### src/rtl/logic_arb_pkg.sv
// Shared types and constants for the two-requester bitwise-operation arbiter.
package logic_arb_pkg;

    localparam int CNT_W = 16;

    typedef logic [3:0] func_t;

    typedef enum logic {
        REQ0 = 1'b0,
        REQ1 = 1'b1
    } req_id_t;

endpackage

### src/rtl/logic_arb_if.sv
// Request/response bundle between two requesters, the arbiter and the result consumer.
interface logic_arb_if #(parameter int WIDTH = 32);
    import logic_arb_pkg::*;

    logic             req0_valid;
    logic             req0_ready;
    func_t            req0_f;
    logic [WIDTH-1:0] req0_a;
    logic [WIDTH-1:0] req0_b;

    logic             req1_valid;
    logic             req1_ready;
    func_t            req1_f;
    logic [WIDTH-1:0] req1_a;
    logic [WIDTH-1:0] req1_b;

    logic             rsp_valid;
    logic             rsp_ready;
    logic [WIDTH-1:0] rsp_y;
    logic             rsp_id;
    logic [CNT_W-1:0] done_cnt;

    modport master (
        output req0_valid, req0_f, req0_a, req0_b,
        output req1_valid, req1_f, req1_a, req1_b,
        output rsp_ready,
        input  req0_ready, req1_ready,
        input  rsp_valid, rsp_y, rsp_id, done_cnt
    );

    modport slave (
        input  req0_valid, req0_f, req0_a, req0_b,
        input  req1_valid, req1_f, req1_a, req1_b,
        input  rsp_ready,
        output req0_ready, req1_ready,
        output rsp_valid, rsp_y, rsp_id, done_cnt
    );

endinterface

### src/rtl/logic_arb_ae.sv
// Bitwise unit: F is a 2-input truth table applied per bit, indexed by {A[i], B[i]}.
module AE #(parameter int WIDTH = 32) (
    input  logic [3:0]       F,
    input  logic [WIDTH-1:0] A,
    input  logic [WIDTH-1:0] B,
    output logic [WIDTH-1:0] Y
);

    assign Y = ({WIDTH{F[3]}} &  A &  B)
             | ({WIDTH{F[2]}} &  A & ~B)
             | ({WIDTH{F[1]}} & ~A &  B)
             | ({WIDTH{F[0]}} & ~A & ~B);

endmodule

### src/rtl/logic_arb.sv
// Alternating-priority arbiter feeding one shared AE unit into a single result register.
module logic_arb #(parameter int WIDTH = 32) (
    input  logic         clk,
    input  logic         rst_n,
    logic_arb_if.slave   bus
);
    import logic_arb_pkg::*;

    logic             r_rsp_valid;
    logic [WIDTH-1:0] r_rsp_y;
    req_id_t          r_rsp_id;
    req_id_t          r_prio;
    logic [CNT_W-1:0] r_done_cnt;

    logic             w_can_accept;
    logic             w_gnt_valid;
    req_id_t          w_gnt_id;
    logic             w_accept;
    func_t            w_f;
    logic [WIDTH-1:0] w_a;
    logic [WIDTH-1:0] w_b;
    logic [WIDTH-1:0] w_y;

    logic             w_nxt_valid;
    logic [WIDTH-1:0] w_nxt_y;
    req_id_t          w_nxt_id;
    req_id_t          w_nxt_prio;
    logic [CNT_W-1:0] w_nxt_cnt;

    assign w_can_accept = !r_rsp_valid || bus.rsp_ready;

    always_comb begin
        w_gnt_valid = 1'b0;
        w_gnt_id    = REQ0;
        if (r_prio == REQ0) begin
            if (bus.req0_valid) begin
                w_gnt_valid = 1'b1;
                w_gnt_id    = REQ0;
            end else if (bus.req1_valid) begin
                w_gnt_valid = 1'b1;
                w_gnt_id    = REQ1;
            end
        end else begin
            if (bus.req1_valid) begin
                w_gnt_valid = 1'b1;
                w_gnt_id    = REQ1;
            end else if (bus.req0_valid) begin
                w_gnt_valid = 1'b1;
                w_gnt_id    = REQ0;
            end
        end
    end

    // Readies are gated by rst_n so nothing is offered while reset is held.
    assign w_accept       = rst_n && w_can_accept && w_gnt_valid;
    assign bus.req0_ready = w_accept && (w_gnt_id == REQ0);
    assign bus.req1_ready = w_accept && (w_gnt_id == REQ1);

    assign w_f = (w_gnt_id == REQ1) ? bus.req1_f : bus.req0_f;
    assign w_a = (w_gnt_id == REQ1) ? bus.req1_a : bus.req0_a;
    assign w_b = (w_gnt_id == REQ1) ? bus.req1_b : bus.req0_b;

    AE #(.WIDTH(WIDTH)) u_ae (
        .F (w_f),
        .A (w_a),
        .B (w_b),
        .Y (w_y)
    );

    always_comb begin
        w_nxt_valid = r_rsp_valid;
        w_nxt_y     = r_rsp_y;
        w_nxt_id    = r_rsp_id;
        w_nxt_prio  = r_prio;
        w_nxt_cnt   = r_done_cnt;
        if (r_rsp_valid && bus.rsp_ready)
            w_nxt_cnt = r_done_cnt + 1'b1;
        if (w_accept) begin
            w_nxt_valid = 1'b1;
            w_nxt_y     = w_y;
            w_nxt_id    = w_gnt_id;
            w_nxt_prio  = (w_gnt_id == REQ0) ? REQ1 : REQ0;
        end else if (bus.rsp_ready) begin
            w_nxt_valid = 1'b0;
        end
    end

    always_ff @(posedge clk) begin
        if (!rst_n) begin
            r_rsp_valid <= 1'b0;
            r_rsp_y     <= '0;
            r_rsp_id    <= REQ0;
            r_prio      <= REQ0;
            r_done_cnt  <= '0;
        end else begin
            r_rsp_valid <= w_nxt_valid;
            r_rsp_y     <= w_nxt_y;
            r_rsp_id    <= w_nxt_id;
            r_prio      <= w_nxt_prio;
            r_done_cnt  <= w_nxt_cnt;
        end
    end

    assign bus.rsp_valid = r_rsp_valid;
    assign bus.rsp_y     = r_rsp_y;
    assign bus.rsp_id    = r_rsp_id;
    assign bus.done_cnt  = r_done_cnt;

endmodule

### src/flat_wrapper.sv
// flat-port wrapper written by rule: the top's interface ports become plain ports
module logic_arb_flat import logic_arb_pkg::*;
#(parameter int WIDTH = 32)
  (clk, rst_n, bus_req0_valid, bus_req0_f, bus_req0_a, bus_req0_b, bus_req1_valid, bus_req1_f, bus_req1_a, bus_req1_b, bus_rsp_ready, bus_req0_ready, bus_req1_ready, bus_rsp_valid, bus_rsp_y, bus_rsp_id, bus_done_cnt);
  logic_arb_if #(.WIDTH(WIDTH)) bus_i ();
  input  logic clk;
  input  logic rst_n;
  input wire logic [$bits(bus_i.req0_valid)-1:0] bus_req0_valid;
  input wire logic [$bits(bus_i.req0_f)-1:0] bus_req0_f;
  input wire logic [$bits(bus_i.req0_a)-1:0] bus_req0_a;
  input wire logic [$bits(bus_i.req0_b)-1:0] bus_req0_b;
  input wire logic [$bits(bus_i.req1_valid)-1:0] bus_req1_valid;
  input wire logic [$bits(bus_i.req1_f)-1:0] bus_req1_f;
  input wire logic [$bits(bus_i.req1_a)-1:0] bus_req1_a;
  input wire logic [$bits(bus_i.req1_b)-1:0] bus_req1_b;
  input wire logic [$bits(bus_i.rsp_ready)-1:0] bus_rsp_ready;
  output wire logic [$bits(bus_i.req0_ready)-1:0] bus_req0_ready;
  output wire logic [$bits(bus_i.req1_ready)-1:0] bus_req1_ready;
  output wire logic [$bits(bus_i.rsp_valid)-1:0] bus_rsp_valid;
  output wire logic [$bits(bus_i.rsp_y)-1:0] bus_rsp_y;
  output wire logic [$bits(bus_i.rsp_id)-1:0] bus_rsp_id;
  output wire logic [$bits(bus_i.done_cnt)-1:0] bus_done_cnt;
  assign bus_i.req0_valid = bus_req0_valid;
  assign bus_i.req0_f = bus_req0_f;
  assign bus_i.req0_a = bus_req0_a;
  assign bus_i.req0_b = bus_req0_b;
  assign bus_i.req1_valid = bus_req1_valid;
  assign bus_i.req1_f = bus_req1_f;
  assign bus_i.req1_a = bus_req1_a;
  assign bus_i.req1_b = bus_req1_b;
  assign bus_i.rsp_ready = bus_rsp_ready;
  assign bus_req0_ready = bus_i.req0_ready;
  assign bus_req1_ready = bus_i.req1_ready;
  assign bus_rsp_valid = bus_i.rsp_valid;
  assign bus_rsp_y = bus_i.rsp_y;
  assign bus_rsp_id = bus_i.rsp_id;
  assign bus_done_cnt = bus_i.done_cnt;
  logic_arb #(.WIDTH(WIDTH)) u_core (.clk(clk), .rst_n(rst_n), .bus(bus_i));
endmodule
### config.mk
export PLATFORM = sky130hd
export DESIGN_NAME = logic_arb_flat
export DESIGN_NICKNAME = d
export VERILOG_FILES = /design/src/rtl/logic_arb_pkg.sv /design/src/rtl/logic_arb_if.sv /design/src/rtl/logic_arb_ae.sv /design/src/rtl/logic_arb.sv /design/src/flat_wrapper.sv
export SDC_FILE = /design/constraint.sdc
export NUM_CORES = 1
export LEC_CHECK = 0
export ABC_CLOCK_PERIOD_IN_PS = 1700
export CORE_UTILIZATION = 31
export DETAILED_ROUTE_END_ITERATION = 12
export HOLD_SLACK_MARGIN = 0.06
export PLACE_DENSITY = 0.7
export SLEW_MARGIN = 20
export SYNTH_ARGS = -nofsm -noshare
export SYNTH_HDL_FRONTEND = slang
export SYNTH_SLANG_ARGS = --single-unit
### constraint.sdc
create_clock -name clk -period 1.7 [get_ports clk]
set_input_delay 0.17 -clock clk [delete_from_list [all_inputs] [get_ports clk]]
set_output_delay 0.17 -clock clk [all_outputs]
set_load 0.1 [all_outputs]
### Yosys cells after proc, flatten, opt, wreduce, memory -nomap -nowiden

Cells that the tools add are included.

| word-level totals | value |
|---|---|
| register bits | 51 |
| bits in latches | 0 |
| bits in writable memories | 0 |
| memory bits (read-only) | 0 |
| output and inout bits | 52 |
| word-level logic and storage cells | 41 |
| memories | 0 |

| cells by class | value |
|---|---|
| add/sub/neg operators | 1 |
| multiply operators | 0 |
| div/mod/pow operators | 0 |
| order comparisons | 0 |
| eq/ne operators | 0 |
| shifts and indexed selects | 0 |
| muxes and demuxes | 13 |
| bitwise operators | 14 |
| reduce and logical (&&, ||, !) cells | 8 |

Operators with widths:

| cell | number |
|---|---|
| $and A32 B32 Y32 | 8 |
| $or A32 B32 Y32 | 3 |
| $mux W32 | 2 |
| $not A32 Y32 | 2 |
| $add A16 B1 Y16 const B | 1 |
| $mux W1 | 10 |
| $logic_and A1 B1 Y1 | 5 |
| $mux W4 | 1 |
| $reduce_bool A2 Y1 | 1 |
| $logic_not A1 Y1 | 1 |
| $logic_or A1 B1 Y1 | 1 |
| $not A1 Y1 | 1 |

### Depth between registers and ports, before layout

Gate-level depths: netlist of the first run.

| depth | value |
|---|---|
| word-level depth | 9 |
| gate-level depth with buffers | 7 |

### By module

A second synthesis of the first run with hierarchy kept.

| unflattened totals | value |
|---|---|
| cell total of the unflattened synthesis | 356 |
| area, all modules | 3617.2 µm² |

Modules (own cells, without submodules):

| module | instances | cells each | area each (µm²) |
|---|---|---|---|
| logic_arb | 1 | 312 | 2836.5 |
| AE | 1 | 44 | 780.7 |

### Worst setup path before layout of the first run

OpenSTA, ideal clock, no wires.

| timing | value |
|---|---|
| path kind | flip-flop to flip-flop |
| from | reg u_core.r_rsp_valid, in the netlist u_core.bus.rsp_valid |
| to | reg u_core.r_rsp_y[12], in the netlist u_core.bus.rsp_y[12] |
| setup time | 0.134 ns |
| arrival | 2.564 ns |
| required time | 1.566 ns |
| setup slack | -0.998 ns |
| cell stages (with the launch flop) | 7 |
| path buffers | 1 |
| cell sequence | dfxtp_1 nand2b_1 nand4_1 clkbuf_1 inv_1 a32oi_1 o211ai_1 |

| between the ends | value |
|---|---|
| cells in the longest elaborated chain, start to end | 4 |

Ends and longest elaborated chain:

| element | line | RTL |
|---|---|---|
| start: declaration | logic_arb.sv:9 | `logic r_rsp_valid;` |
| start signal: assignment | logic_arb.sv:96 | `r_rsp_valid <= w_nxt_valid;` |
| $logic_not A1 Y1 | logic_arb.sv:30 | `assign w_can_accept = !r_rsp_valid \|\| bus.rsp_ready;` |
| $logic_or A1 B1 Y1 | logic_arb.sv:30 |  |
| $logic_and A1 B1 Y1 (2 in series) | logic_arb.sv:55 | `assign w_accept = rst_n && w_can_accept && w_gnt_valid;` |
| end signal: assignment | logic_arb.sv:97 | `r_rsp_y <= w_nxt_y;` |
| end: declaration | logic_arb.sv:10 | `logic [WIDTH-1:0] r_rsp_y;` |

No other way between the ends.
A chain may end at the register's enable or synchronous reset.

### Final worst setup path of the first run

| timing | value |
|---|---|
| from | reg u_core.r_prio |
| to | out bus_req1_ready |

| between the ends | value |
|---|---|
| cells in the longest elaborated chain, start to end | 3 |
| elaborated cells on any way between the ends | 4 |
| classes of those cells | mux (2); reduce/logical (2) |

Ends and longest elaborated chain:

| element | line | RTL |
|---|---|---|
| start: declaration | logic_arb.sv:12 | `req_id_t r_prio;` |
| start signal: assignment | logic_arb.sv:99 | `r_prio <= w_nxt_prio;` |
| $mux W1 | logic_arb.sv:35 | `if (r_prio == REQ0) begin` |
| $logic_and A1 B1 Y1 | logic_arb.sv:55 |  |
| $logic_and A1 B1 Y1 * | logic_arb.sv:57 | `assign bus.req1_ready = w_accept && (w_gnt_id == REQ1);` |
| end: declaration | flat_wrapper.sv:18 | `output wire logic [$bits(bus_i.req1_ready)-1:0] bus_req1_ready;` |

Every way passes the cells marked *; elsewhere a longest branch is shown, timed or not.

==> results.md, run 1 <==
Floorplan:
- The cell row count is 42.
- The area of the core is 13300 sq um.
- 193 I/O pins were placed.
- The die footprint is 14300 sq um.
- The die height is 119 um.
- The effective utilization at floorplan is between 30% and 40%.
- The width of the chip is 119 um.

CTS:
- The clock passes through at most 2 buffers.
- Clock tree synthesis selected as its root buffer the cell clkbuf_16.
- The clock insertion delay at the later pin of the skew report is 310 ps.
- The H-tree was split into 2 levels.
- Counting every sink on the clock net gives 51.
- The total clock buffers created by CTS is 5.
- Hold repair after CTS inserted 0 buffers.
- The clock slew seen by the registers of the worst setup and hold paths is 80 ps.
- The clock tree from TritonCTS is yes.

Logic synthesis:
- After synthesis, the largest family of logic cells by area is multiplexers.
- After synthesis, the share of cell area in mux cells is 31.0%.
- After synthesis the netlist holds a flip-flop and latch count of 51.
- The mean instance size in the synthesized netlist is 8.47 sq um.
- The number of warnings issued by yosys is 0.
- The synthesized netlist devotes 18.3% of its cell area to simple gates.
- The number of enable-type register cells in the synthesized netlist is 0.
- After Yosys synthesis, XOR and XNOR cells account for 2.05% of the synthesized area.
- The sequential fraction of the synthesis area is 23.9%.
- The top flip-flop cell by instance count after synthesis is dfxtp_1.
- After synthesis, the netlist uses 32 different library cells.
- The share of flip-flops with an asynchronous set or reset is 0%.
- The post-synthesis instance total is 505.
- After synthesis the cells add up to approximately 4300 sq um.
- The post-synth net total is 647.
- The synthesized netlist devotes 19.4% of its cell area to compound gates.
- The synthesized netlist devotes 0.292% of its cell area to adder and majority cells.

Outcome:
- The run finished with clean final reports.

Critical path:
- The critical path launch point is u_core.r_prio.
- The signal on the critical path passes through nand2b_1 -> nand4_1 -> buf_4 -> clkinvlp_4 -> buf_12.
- The endpoint of the worst-slack reg-to-reg timing path is u_core.bus.done_cnt[13].
- The slowest cell on the critical path is dfxtp_1.
- At the worst endpoint, the arrival time is 1440 ps.
- The top fanout value on the critical path is 6.
- The critical path start-end classification is reg -> out.
- The worst reg2reg path startpoint is u_core.bus.done_cnt[4].
- STA classifies the critical path endpoint as a primary output.
- The longest individual stage delay on the worst path is about 360 ps.
- The worst register-to-register path has a setup slack of 100 ps.
- Measured in cells, the most critical reg-to-reg path has a length of 4.
- The startpoint class of the critical path is a flop.
- The data required time at the worst endpoint is 1530 ps.

Route:
- The length of the first detailed-routing pass in iterations is 5.
- After detailed routing, the number of remaining DRC violations is 0.
- The post-detailed-routing wire length is 17800 um.
- Across all layers, the routed design uses ~5000 vias.
- The number of violations reported at the end of detailed-routing iteration 0 is between 300 and 400.
- In this run the remaining antenna-violating nets after routing total 0.
- After detailed routing, the average wire length per cell comes to 20.5 um.
- Dividing the detail-routed via count by the number of cells gives 5.87.

Timing:
- The total setup violations reported at the end of the flow is 0.
- The clock skew is 8.90 ps.
- Across all setup checks in the final design, the least slack found is between 90 and 100 ps.
- The count of final max-slew check failures came to 0.
- At the pin with the least slew margin, the transition time is 307 ps.
- The total count of hold-check failures in the final report is 0.
- Counting I/O delays and the setup requirement, the final critical path takes between 1500 and 2000 ps.
- The top achievable clock speed is 623 MHz.
- Setup repair after global routing left no endpoint under its margin.
- The period utilization is approximately 94%.
- The worst slew margin relative to its limit is 79.4%.

Global route:
- The number of global-route vias before repair is 5410.
- The pin count of the biggest net entering global routing is 33.
- The initial antenna violation count is 0.
- The sum of overflow across all layers after global routing is 0.
- The total global-route track usage is 24.3%.
- The first global-routing pass estimated 27600 um of wire.

Placement:
- Once placement completed, the tool counted placed cells totaling 852.
- The pre-CTS setup slack is -102 ps.
- The count of buffers inserted at the top-level ports is between 150 and 200.
- The last weighted congestion value of the routability-driven placer is 0.876.
- Detailed placement finished with a half-perimeter wire length of 11800 um.

Hold path:
- The hold path depth is 3.
- The tightest min-delay check is of the in -> reg type.
- The launch instance of the worst min-delay path is bus_req1_valid.
- For hold timing, the worst endpoint is u_core.bus.rsp_valid.

Power:
- VDD sags by at most slightly below 0.5 mV.
- The analysis attributes to cell leakage a power of 2.68 nW.
- For this design the ratio of total power to cell area is 653 nW/um^2.

Cells and area:
- The area added between synthesis and finish is 61.4%.
- The number of standard cells in the layout, taps in and fillers out is 867.
- 0 antenna diodes ended up in the layout.
- The number of filler cells placed in the layout is 1278.
- The final layout net count is roughly 830.
- Cells with a size suffix above 1 make up a little under a quarter of the layout.

Run:
- The max capacitance violation total is 0.
==> stage by stage <==
step	setup TNS (ps)	util, %	power, mW	hold slack (ps)	cell area [sq um]
2_1_floorplan	-1150	-	2.54	323	4350
6_report	0	51.7	4.51	207	6910
5_1_grt	0	51.7	4.67	230	6910
4_1_cts	0	51.5	4.52	193	6880
3_3_place_gp	-1980	50.0	3.36	459	6680
3_5_place_dp	-2370	50.0	3.40	479	6680
==> state kept, by name, indices dropped and copies added, names as in the netlist <==
signal                count
u_core.bus.rsp_id         1
u_core.bus.done_cnt      16
u_core.bus.rsp_y         32
u_core.r_prio             1
u_core.bus.rsp_valid      1
==> repair_timing <==
action | CTS | global route
gates cloned | 1 | 0
endpoints found under the setup margin | 2 | 2
resized for setup | 2 | 0
setup buffers | 2 | 4
pin swaps | 0 | 0
==> metal layers <==
| metal | global-route usage [%] | vias up | share of wire (%) |
|---|---|---|---|
| li1 | - | 2329 | - |
| met1 | 28.2 | 2471 | 41 |
| met2 | 43.1 | 241 | 50 |
| met3 | 4.31 | 45 | 6.4 |
| met4 | 11.1 | 0 | 2.7 |
| met5 | 0 | - | 0 |
==> report_power, final <==
group	internal [mW]	switching (mW)	total [mW]
clock	0.559	0.532	1.09
sequential	1.27	0.0627	1.33
combinational	0.815	1.27	2.08
==> final cells by class <==
type | count | area [sq um] | area share, %
clock buffer | 5 | 125 | 1.81
clock inverter | 3 | 25.0 | 0.362
inverter | 6 | 30.0 | 0.435
multi-input combinational | 398 | 3060 | 44.2
sequential | 51 | 1070 | 15.5
tap | 176 | 220 | 3.19
timing repair buffer | 228 | 2380 | 34.5
==> how the worst max path moves through the flow <==
stage,slack [ps],to,cells past startpoint
5_1_grt,30,u_core.bus.done_cnt[13],4
3_3_place_gp,-80,bus_req0_ready,6
2_1_floorplan,-230,u_core.bus.rsp_y[12],6
3_5_place_dp,-100,u_core.bus.rsp_y[3],6
4_1_cts,50,bus_req0_ready,5
6_report,90,bus_req1_ready,5
==> worst max-delay path: cells and delay by family, from the launching register on <==
kind	cells	cell delay, ps
flip-flops	1	360
buffers and inverters	3	460
AND/OR/NAND/NOR	2	320
==> cells by family (layout without fill, tap and decap cells) <==
kind of cell             after synthesis  in the layout
AND/OR/NAND/NOR                      144            144
multiplexers                         128            128
AO/OA/AOI/OAI                        115            115
buffers and inverters                 56            242
flip-flops                            51             51
XOR/XNOR                              10             10
adder cells (fa/ha/maj)                1              1
==> placed cells by master, fill, tap and decap left out, types with 2 or more instances in the layout <==
cell / n
mux2_2: 36
o21ai_0: 3
clkinvlp_4: 3
o31ai_1: 2
xor2_1: 4
dfxtp_1: 35
clkbuf_16: 5
dfxtp_4: 11
xnor2_1: 6
or3_1: 58
nand2_1: 35
mux2i_1: 92
nor2_1: 16
a32oi_1: 32
inv_1: 4
nand4_1: 5
or4_1: 2
a21oi_1: 40
nand3_1: 12
clkdlybuf4s50_1: 138
buf_12: 24
buf_4: 63
nor4_1: 2
nor3_1: 4
a211oi_1: 5
or3_2: 2
dfxtp_2: 5
o211ai_1: 4
o2111ai_1: 28
inv_6: 2
==> synth_stat cells (3+ instances only) <==
cell type / instances / area share, %
a21oi_1: 41 / 4.8
mux2_2: 36 / 9.5
clkbuf_1: 42 / 3.7
nand2_1: 35 / 3.1
buf_2: 8 / 0.94
or3_1: 58 / 8.5
o211ai_1: 4 / 0.70
o2111ai_1: 28 / 5.7
dfxtp_1: 51 / 24
a32oi_1: 32 / 6.6
nand3_1: 12 / 1.4
inv_1: 6 / 0.53
nor3_1: 4 / 0.47
xnor2_1: 6 / 1.2
mux2i_1: 92 / 22
xor2_1: 4 / 0.82
nand4_1: 5 / 0.73
nor2_1: 16 / 1.4
o21ai_0: 3 / 0.35
a211oi_1: 5 / 0.88
Note: power is estimated with default switching activity, not from simulation.
==> run 2, diff against run 1 <==
--- a/config.mk
+++ b/config.mk
@@ -7,6 +7,7 @@
 export LEC_CHECK = 0
 export ABC_CLOCK_PERIOD_IN_PS = 1700
 export CORE_UTILIZATION = 31
+export CTS_CLUSTER_DIAMETER = 60
 export DETAILED_ROUTE_END_ITERATION = 12
 export HOLD_SLACK_MARGIN = 0.06
 export PLACE_DENSITY = 0.7
==> results of run 2 <==
No change in the layout: final DEF, timing and power equal those of run 1.
